<file path="src/rtl/dct_coeff_quantizer.sv">
// ============================================================================
// Module      : dct_coeff_quantizer
// Description : Quantizes Q.9 DCT coefficients with a per-index reciprocal
//               multiplier, rounds half away from zero and saturates to
//               OUT_W bits. Optional statistics counters: DCT_QUANT_STATS_EN.
// Revision    : 1.0 - initial release
// ============================================================================
`default_nettype none

module dct_coeff_quantizer #(
   parameter int IN_W  = 24,
   parameter int FRAC  = 9,
   parameter int OUT_W = 7,
   parameter int N_PTS = 4
) (
   input  logic                       clk,
   input  logic                       rst,
   input  logic [IN_W-1:0]            in_data,
   input  logic                       in_valid,
   input  logic                       in_last,
   output logic                       in_ready,
   input  logic [8*N_PTS-1:0]         qtab,
   output logic [OUT_W-1:0]           out_data,
   output logic [$clog2(N_PTS)-1:0]   out_idx,
   output logic                       out_last,
   output logic                       out_sat,
   output logic                       out_valid,
   input  logic                       out_ready,
   output logic                       err_align,
   output logic [15:0]                sat_count,
   output logic [15:0]                zero_count
);

   localparam int IDX_W   = $clog2(N_PTS);
   localparam int P_W     = IN_W + 9;
   localparam int C_SHIFT = FRAC + 8;

   localparam logic [IDX_W-1:0] c_IDX_LAST = IDX_W'(N_PTS - 1);
   localparam logic [P_W-1:0]   c_HALF     = {{(P_W-1){1'b0}}, 1'b1} << (C_SHIFT - 1);
   localparam logic [P_W-1:0]   c_POS_MAX  = P_W'(2**(OUT_W-1) - 1);
   localparam logic [P_W-1:0]   c_NEG_MAG  = P_W'(2**(OUT_W-1));

   localparam logic [0:0] c_ST_IDLE = 1'b0;
   localparam logic [0:0] c_ST_RUN  = 1'b1;

   logic [0:0]              r_state, w_state_nxt;
   logic [IDX_W-1:0]        r_idx, w_idx_nxt;
   logic [8*N_PTS-1:0]      r_qtab_sh;
   logic                    r_err_align;

   logic                    w_adv, w_accept, w_at_last, w_blk_start, w_align_err;

   logic                    r_s1_valid;
   logic signed [IN_W-1:0]  r_s1_data;
   logic [IDX_W-1:0]        r_s1_idx;
   logic                    r_s2_valid;
   logic signed [P_W-1:0]   r_s2_prod;
   logic [IDX_W-1:0]        r_s2_idx;

   logic                    r_out_valid, r_out_last, r_out_sat;
   logic [OUT_W-1:0]        r_out_data;
   logic [IDX_W-1:0]        r_out_idx;

   logic signed [8:0]       w_coef;
   logic signed [P_W-1:0]   w_prod;
   logic                    w_neg, w_sat;
   logic [P_W-1:0]          w_abs, w_rnd;
   logic [OUT_W-1:0]        w_q;

   // The whole pipeline freezes only when the output register is full and blocked.
   assign w_adv    = !(r_out_valid && !out_ready);
   assign in_ready = w_adv;
   assign w_accept = in_valid && w_adv;

   // ---------------- FSM: state register ----------------
   always_ff @(posedge clk or posedge rst) begin
      if (rst) begin
         r_state     <= c_ST_IDLE;
         r_idx       <= '0;
         r_qtab_sh   <= '0;
         r_err_align <= 1'b0;
      end else begin
         r_state <= w_state_nxt;
         r_idx   <= w_idx_nxt;
         if (w_accept && w_blk_start)
            r_qtab_sh <= qtab;
         if (w_align_err)
            r_err_align <= 1'b1;
      end
   end

   // ---------------- FSM: next state ----------------
   always_comb begin
      w_state_nxt = r_state;
      w_idx_nxt   = r_idx;
      if (w_accept) begin
         if (w_at_last || in_last) begin
            w_state_nxt = c_ST_IDLE;
            w_idx_nxt   = '0;
         end else begin
            w_state_nxt = c_ST_RUN;
            w_idx_nxt   = r_idx + 1'b1;
         end
      end
   end

   // ---------------- FSM: outputs ----------------
   // RUN never holds index 0, so IDLE alone marks a block start.
   always_comb begin
      w_blk_start = (r_state == c_ST_IDLE);
      w_at_last   = (r_idx == c_IDX_LAST);
      w_align_err = w_accept && (in_last != w_at_last);
   end

   assign w_coef = $signed({1'b0, r_qtab_sh[8*r_s1_idx +: 8]});
   assign w_prod = P_W'(r_s1_data) * P_W'(w_coef);

   // Round half away from zero on the magnitude, then clip to the signed range.
   always_comb begin
      w_neg = r_s2_prod[P_W-1];
      w_abs = w_neg ? -r_s2_prod : r_s2_prod;
      w_rnd = (w_abs + c_HALF) >> C_SHIFT;
      w_sat = 1'b0;
      if (!w_neg && (w_rnd > c_POS_MAX)) begin
         w_q   = {1'b0, {(OUT_W-1){1'b1}}};
         w_sat = 1'b1;
      end else if (w_neg && (w_rnd > c_NEG_MAG)) begin
         w_q   = {1'b1, {(OUT_W-1){1'b0}}};
         w_sat = 1'b1;
      end else begin
         w_q = w_neg ? -w_rnd[OUT_W-1:0] : w_rnd[OUT_W-1:0];
      end
   end

   always_ff @(posedge clk or posedge rst) begin
      if (rst) begin
         r_s1_valid  <= 1'b0;
         r_s1_data   <= '0;
         r_s1_idx    <= '0;
         r_s2_valid  <= 1'b0;
         r_s2_prod   <= '0;
         r_s2_idx    <= '0;
         r_out_valid <= 1'b0;
         r_out_data  <= '0;
         r_out_idx   <= '0;
         r_out_last  <= 1'b0;
         r_out_sat   <= 1'b0;
      end else if (w_adv) begin
         r_s1_valid <= in_valid;
         if (w_accept) begin
            r_s1_data <= $signed(in_data);
            r_s1_idx  <= r_idx;
         end
         r_s2_valid <= r_s1_valid;
         if (r_s1_valid) begin
            r_s2_prod <= w_prod;
            r_s2_idx  <= r_s1_idx;
         end
         r_out_valid <= r_s2_valid;
         if (r_s2_valid) begin
            r_out_data <= w_q;
            r_out_idx  <= r_s2_idx;
            r_out_last <= (r_s2_idx == c_IDX_LAST);
            r_out_sat  <= w_sat;
         end
      end
   end

   assign out_valid = r_out_valid;
   assign out_data  = r_out_data;
   assign out_idx   = r_out_idx;
   assign out_last  = r_out_last;
   assign out_sat   = r_out_sat;
   assign err_align = r_err_align;

`ifdef DCT_QUANT_STATS_EN
   logic [15:0] r_sat_count, r_zero_count;
   logic        w_out_xfer;

   assign w_out_xfer = r_out_valid && out_ready;

   always_ff @(posedge clk or posedge rst) begin
      if (rst) begin
         r_sat_count  <= '0;
         r_zero_count <= '0;
      end else if (w_out_xfer) begin
         if (r_out_sat && (r_sat_count != 16'hFFFF))
            r_sat_count <= r_sat_count + 16'd1;
         if ((r_out_data == '0) && (r_zero_count != 16'hFFFF))
            r_zero_count <= r_zero_count + 16'd1;
      end
   end

   assign sat_count  = r_sat_count;
   assign zero_count = r_zero_count;
`else
   assign sat_count  = 16'd0;
   assign zero_count = 16'd0;
`endif

endmodule

`default_nettype wire

</file>
<file path="config.mk">
export PLATFORM = sky130hd
export DESIGN_NAME = dct_coeff_quantizer
export DESIGN_NICKNAME = d
export VERILOG_FILES = /design/src/rtl/dct_coeff_quantizer.sv
export SDC_FILE = /design/constraint.sdc
export NUM_CORES = 1
export LEC_CHECK = 0
export CAP_MARGIN = 20
export CELL_PAD_IN_SITES_DETAIL_PLACEMENT = 0
export CELL_PAD_IN_SITES_GLOBAL_PLACEMENT = 1
export CORE_MARGIN = 1.5
export CORE_UTILIZATION = 40
export CTS_CLUSTER_DIAMETER = 120
export DETAILED_ROUTE_END_ITERATION = 10
export PLACE_DENSITY_LB_ADDON = 0.15
export RECOVER_POWER = 50
export SYNTH_ARGS = -nofsm -noshare
export SYNTH_HDL_FRONTEND = slang
export SYNTH_SLANG_ARGS = --single-unit
</file>
<file path="constraint.sdc">
create_clock -name clk -period 6.65 [get_ports clk]
set_input_delay 0.9975 -clock clk [delete_from_list [all_inputs] [get_ports clk]]
set_output_delay 0.9975 -clock clk [all_outputs]
set_load 0.02 [all_outputs]
</file>
==> flow_summary.yaml, run 1 <==
setup_path:
  crit_path_end_kind: "flip-flop"
  crit_path_start: "r_s1_idx[0]"
  required_ns: 6.93
  crit_path_max_fanout: 12
  cp.arrival_ns: 6.58
  start_kind: "flip-flop"
  reg2reg_setup_slack_ns: 0.36
  worstSetupPathType: "flip-flop to flip-flop"
  r2r-start: "r_s1_idx[0]"
run_status:
  violations: "max-capacitance violations, max-slew violations"
  status: "finished with violations"
route:
  wl_per_cell_um: 16.1
  first_iter_violations: 502
  drcViolationCount: 0
  drt_wl_total_um: 29700
  vias: 9114
  ant_nets: 0
  avgViaCountPerCell: 4.95
  first_pass_iters: 5
hold_path:
  min_path_type: "flip-flop to flip-flop"
  min_from: "err_align"
floorplanning:
  ios: 107
  initial_core_util_pct: 40.8
  die_y_um: 183
  dieArea_sq_um: 33300
  chipWidth_um: 183
  core_region_area_sq_um: 31600
  rows: 65
final_layout:
  area_growth_syn_to_layout_pct: 10.9
  regArea_sq_um: 2780
  fin_nets: 1718
  final_cell_area_sq_um: 14300
  antennaDiodeCount: 0
  nFillCells: 3062
  multi_input_area_sq_um: 8870
  drive_gt1_share_pct: 10.6
sta:
  fin_ws_ns: 0.359
  holdWs_ns: 0.473
  fmax_ghz: 0.159
  clock_skew_ns: 0.0180
  min_period_ns: 6.29
  max-slew-margin-rel_pct: -51.2
  drv_slew: 147
  hold_viol: 0
  min_period_over_period_pct: 94.6
  fin_tns_setup_ns: 0
  rsz0062_at_grt: "no"
  setup_viol: 0
  worst_slew_pin_slew_ns: 2.26
logic_synthesis:
  synth-seq-cells: 111
  yosysWarnings: 0
  syn_inst: 1391
  syn_area_sq_um: 12900
  synth-edff-count: 0
  avgSynthCellArea_sq_um: 9.27
  yosysSeqAreaShare_pct: 21.5
  async_flop_share_pct: 100
  yosysUniqueCellTypes: 87
  synth_flop_cell: "dfrtp_1"
global_routing:
  overflow: 0
  grt_use_total_pct: 18.3
  grt_max_degree: 64
  met3_usage_pct: 2.85
  antenna_found_initial: 0
  grt_first_pass_wirelength_um: 48400
  met1_usage_pct: 26.0
  grt_pass1_vias: 9447
  met2_usage_pct: 29.5
  busiest_layer: "met2"
placement:
  place.gp.congestion: 0.834
  hpwl_um: 22800
  place_worst_setup_slack_ns: -0.0232
  place_area_sq_um: 13900
  io_buffers: 74
clocking:
  cts.htree.levels: 3
  path_clk_slew_ns: 0.08
  cts.sinks: 111
  ctsHoldBuffers: 0
  cts_tree: "built"
  cts_root_buf: "clkbuf_16"
  cts_buffers: 9
  cts_buffer_depth: 2
  clk_latency_ns: 0.38
run:
  drv_cap: 3
-- cells by family (layout without fill, tap and decap cells) --
group | Yosys count | in the layout | synth area share, %
and+or+nand+nor | 397 | 397 | 16.3
buffers and inverters | 347 | 363 | 11.0
adders and majority gates | 221 | 221 | 30.2
AOI/OAI and AO/OA | 179 | 179 | 9.48
DFF | 111 | 111 | 21.5
muxes | 82 | 84 | 7.82
xor gates and xnor gates | 53 | 53 | 3.60
other | 1 | 32 | 0.0291
-- critical path, stage by stage (launching register included) --
cell and delay, ns:
dfrtp_4 0.57, mux4_2 0.54, and2_1 0.19, fa_1 0.54, inv_1 0.08, fa_1 0.49
inv_1 0.06, fa_1 0.53, inv_1 0.06, fa_1 0.53, inv_1 0.04, ha_1 0.35
a21o_1 0.18, a21oi_1 0.17, a21boi_0 0.16, a2111oi_1 0.41, buf_4 0.18, o211ai_1 0.15
nand3_1 0.18, a41oi_2 0.18, o21a_1 0.22, o21a_1 0.17, o31ai_1 0.20
-- flip-flops by register name, summed over array words and instances, names as in the netlist --
register	flops
out_idx	2
out_data	7
r_s1_idx	2
r_s2_valid	1
r_s2_prod	33
r_qtab_sh	32
r_idx	2
out_sat	1
r_s1_data	24
out_last	1
err_align	1
r_s2_idx	2
out_valid	1
r_state	1
r_s1_valid	1
-- synthesized netlist by cell type (8+ instances only) --
cell	count	area, sq um
o21ai_0	51	255
nand3_1	14	70.1
buf_4	32	240
nand2b_1	12	75.1
xnor2_1	27	236
a21oi_1	39	195
and2_1	97	607
nand2_1	166	623
mux2_2	70	788
o31ai_1	13	97.6
nand4_1	10	62.6
dfrtp_1	111	2780
clkbuf_1	49	184
ha_1	71	888
nor2_1	30	113
buf_1	16	60.1
nor3_1	8	40.0
fa_1	150	3000
xor2_1	26	228
mux4_2	8	180
inv_1	249	935
-- cell type report --
| cell class | count | area share [%] |
|---|---|---|
| Multi-Input combinational cell | 966 | 62.1 |
| Sequential cell | 111 | 19.5 |
| Inverter | 250 | 6.57 |
| Timing Repair Buffer | 98 | 6.46 |
| Tap cell | 402 | 3.52 |
| Clock buffer | 9 | 1.57 |
| Clock inverter | 6 | 0.376 |
-- worst paths after layout --
check,endpoint,cells past startpoint
max,r_s2_prod[30],22
min,err_align,1
max reg2reg,r_s2_prod[30],22
min reg2reg,err_align,1
max in group asynchronous,r_s1_idx[0],3
min in group asynchronous,out_idx[1],2
-- stage by stage --
step	utilization [%]	instances
4_1_cts	44.9	1836
5_1_grt	45.2	1842
3_3_place_gp	44.0	1821
6_report	45.2	1842
3_5_place_dp	44.0	1821
2_1_floorplan	-	1422
-- layout by cell type (no fill, tap or decap), types with 8 or more instances in the layout --
cell type / count
xnor2_1: 27
inv_1: 248
xor2_1: 26
a21oi_1: 39
nand2_1: 165
nand3_1: 14
mux2_2: 70
mux4_2: 9
ha_1: 71
o31ai_1: 13
nand2b_1: 12
nand4_1: 10
nor3_1: 8
nor2_1: 29
dfrtp_1: 110
o21ai_0: 51
fa_1: 150
conb_1: 32
clkbuf_16: 9
buf_4: 20
and2_1: 97
dlygate4sd3_1: 15
clkdlybuf4s50_1: 59
-- routing by layer --
layer / wire length (um) / share of wire, %
met1: 14800 / 50
met2: 13800 / 47
met3: 831 / 2.8
met4: 243 / 0.82
met5: 0 / 0
-- timing repair --
item,CTS,global route
endpoints found under the setup margin,2,2
setup buffers,0,4
gates resized for setup,1,4
cloned,0,2
Power of run 1 is not shown: default switching activity piles up to over one toggle a cycle in this logic, so the estimate is an artifact.
==> run 2: changes to the inputs <==
--- a/config.mk
+++ b/config.mk
@@ -11,6 +11,7 @@
 export CORE_MARGIN = 1.5
 export CORE_UTILIZATION = 40
 export CTS_CLUSTER_DIAMETER = 120
+export CTS_CLUSTER_SIZE = 8
 export DETAILED_ROUTE_END_ITERATION = 10
 export PLACE_DENSITY_LB_ADDON = 0.15
 export RECOVER_POWER = 50
==> results of run 2 <==
No change in the layout: final DEF, timing and power equal those of run 1.
Power of run 2 is left out for the same reason.
==> run 3: changes to the inputs <==
--- a/config.mk
+++ b/config.mk
@@ -15,6 +15,7 @@
 export DETAILED_ROUTE_END_ITERATION = 10
 export PLACE_DENSITY_LB_ADDON = 0.15
 export RECOVER_POWER = 50
+export SETUP_SLACK_MARGIN = 0.3
 export SYNTH_ARGS = -nofsm -noshare
 export SYNTH_HDL_FRONTEND = slang
 export SYNTH_SLANG_ARGS = --single-unit
==> flow_summary.yaml, run 3 (synthesis results as in run 1) <==
run_status:
  status: "finished with violations"
  violations: "max-capacitance violations, max-slew violations"
final_layout:
  fin_nets: 1728
  nFillCells: 3056
  final_cell_mix: "inv_1 (248), nand2_1 (165), fa_1 (150)"
  final_cell_area_sq_um: 14500
  area_growth_syn_to_layout_pct: 12.4
  antennaDiodeCount: 0
  final_common_cell: "inv_1"
  regArea_sq_um: 2780
  multi_input_area_sq_um: 8950
  largest_reg_flops: 33
  top_register: "r_s2_prod"
  drive_gt1_share_pct: 12.0
  top_regs: "r_s2_prod: 33 flops, r_qtab_sh: 32 flops, r_s1_data: 24 flops"
  post-route-util_pct: 45.8
sta:
  rsz0062_at_grt: "yes"
  fmax_ghz: 0.164
  worst_slew_pin_slew_ns: 2.47
  max-slew-margin-rel_pct: -64.7
  hold_viol: 0
  min_period_over_period_pct: 91.7
  fin_ws_ns: 0.555
  min_period_ns: 6.09
  holdWs_ns: 0.472
  clock_skew_ns: 0.0187
  setup_viol: 0
  drv_slew: 211
clocking:
  cts.htree.levels: 3
  ctsHoldBuffers: 0
  cts.sinks: 111
  cts_root_buf: "clkbuf_16"
  cts_buffer_depth: 2
  cts_tree: "built"
  clk_latency_ns: 0.38
  cts_buffers: 9
  path_clk_slew_ns: 0.08
placement:
  place_worst_setup_slack_ns: -0.0232
  place_area_sq_um: 13900
  place.gp.congestion: 0.834
  hpwl_um: 22800
  io_buffers: 74
setup_path:
  crit_path_end_kind: "flip-flop"
  r2r-start: "r_s1_idx[0]"
  cpPeakStageDelay_ns: 0.56
  cp.arrival_ns: 6.25
  path_cells: "buf_12 > mux4_2 > buf_6 > and2_1 > fa_1 > inv_1 > fa_1 > fa_1 > fa_1 > inv_1 > ha_1 > or2_2 > a21oi_2 > a31oi_2 > a221oi_2 > o311ai_0 > buf_4 > nand2_1 > o31ai_2 > o21ai_1 > xor2_1 > o21ai_0"
  crit_top_cell: "fa_1"
  crit_path_max_fanout: 23
  start_kind: "flip-flop"
  crit_path_start: "r_s1_idx[0]"
  ff2ff_path_depth: 22
  reg2reg_setup_slack_ns: 0.56
  slowest_stage: "fa_1"
  endpoint: "r_s2_prod[31]"
  worstSetupPathType: "flip-flop to flip-flop"
  required_ns: 6.80
  rr_endpoint: "r_s2_prod[31]"
run:
  drv_cap: 4
route:
  drcViolationCount: 0
  first_iter_violations: 486
  first_pass_iters: 5
  wl_per_cell_um: 16.4
  avgViaCountPerCell: 4.95
  ant_nets: 0
  vias: 9174
  drt_wl_total_um: 30400
global_routing:
  grt_use_total_pct: 19.1
  grt_first_pass_wirelength_um: 49800
  antenna_found_initial: 0
  grt_pass1_vias: 9497
  grt_max_degree: 64
  overflow: 0
floorplanning:
  ios: 107
  initial_core_util_pct: 40.8
  dieArea_sq_um: 33300
  chipWidth_um: 183
  core_region_area_sq_um: 31600
  die_y_um: 183
  rows: 65
hold_path:
  min_path_type: "flip-flop to flip-flop"
run 3: cell types whose count changed in the layout (fill, tap and decap cells not counted), moves of 2 or more:
cell     change
a21oi_1      -3
a21oi_2      +3
buf_12       +3
buf_6        +4
ha_1         -2
ha_2         +2
run 3: worst min path at each step:
stage                endpoint       from  cells past startpoint  slack (ns)
CTS                 err_align  err_align                      1        0.48
finish              err_align  err_align                      1        0.47
global placement    err_align  err_align                      1        0.46
floorplan             r_state    r_state                      2        0.45
detailed placement  err_align  err_align                      1        0.47
global route        err_align  err_align                      1        0.51
run 3: routing by layer:
metal / up-vias / part of all wire, % / track usage, %
met5: - / 0 / 0
met4: 0 / 0.93 / 4.20
met3: 16 / 3.2 / 3.03
met2: 138 / 47 / 31.3
met1: 4509 / 49 / 26.5
li1: 4511 / - / -
run 3: layout make-up:
class	count	share of cell area (%)
clock buffers	9	1.55
clock inverters	6	0.371
inverters	250	6.48
multi-input cells	967	61.7
flip-flops and latches	111	19.2
well taps	402	3.47
repair buffers	107	7.17
run 3: repair_timing:
item	in CTS	in global routing
pin swaps	1	3
hold endpoints to repair	0	0
gates resized for setup	6	19
buffers inserted	2	11
cloned	2	1
setup endpoints to repair	6	5
run 3: per-stage QoR:
step | cells | TNS (ns)
5_1_grt | 1852 | 0
4_1_cts | 1840 | 0
2_1_floorplan | 1422 | 0
3_3_place_gp | 1821 | 0
3_5_place_dp | 1821 | -0.0232
6_report | 1852 | 0
run 3: worst max-delay path: cells and delay by family (launching register included):
family / cells / cell delay [ns]
fa+ha+maj: 5 / 2.43
compound gates: 7 / 1.06
buf+inv: 5 / 0.62
simple gates: 3 / 0.59
mux: 1 / 0.52
flops: 1 / 0.44
xor+xnor: 1 / 0.20
Power of run 3 is left out for the same reason.
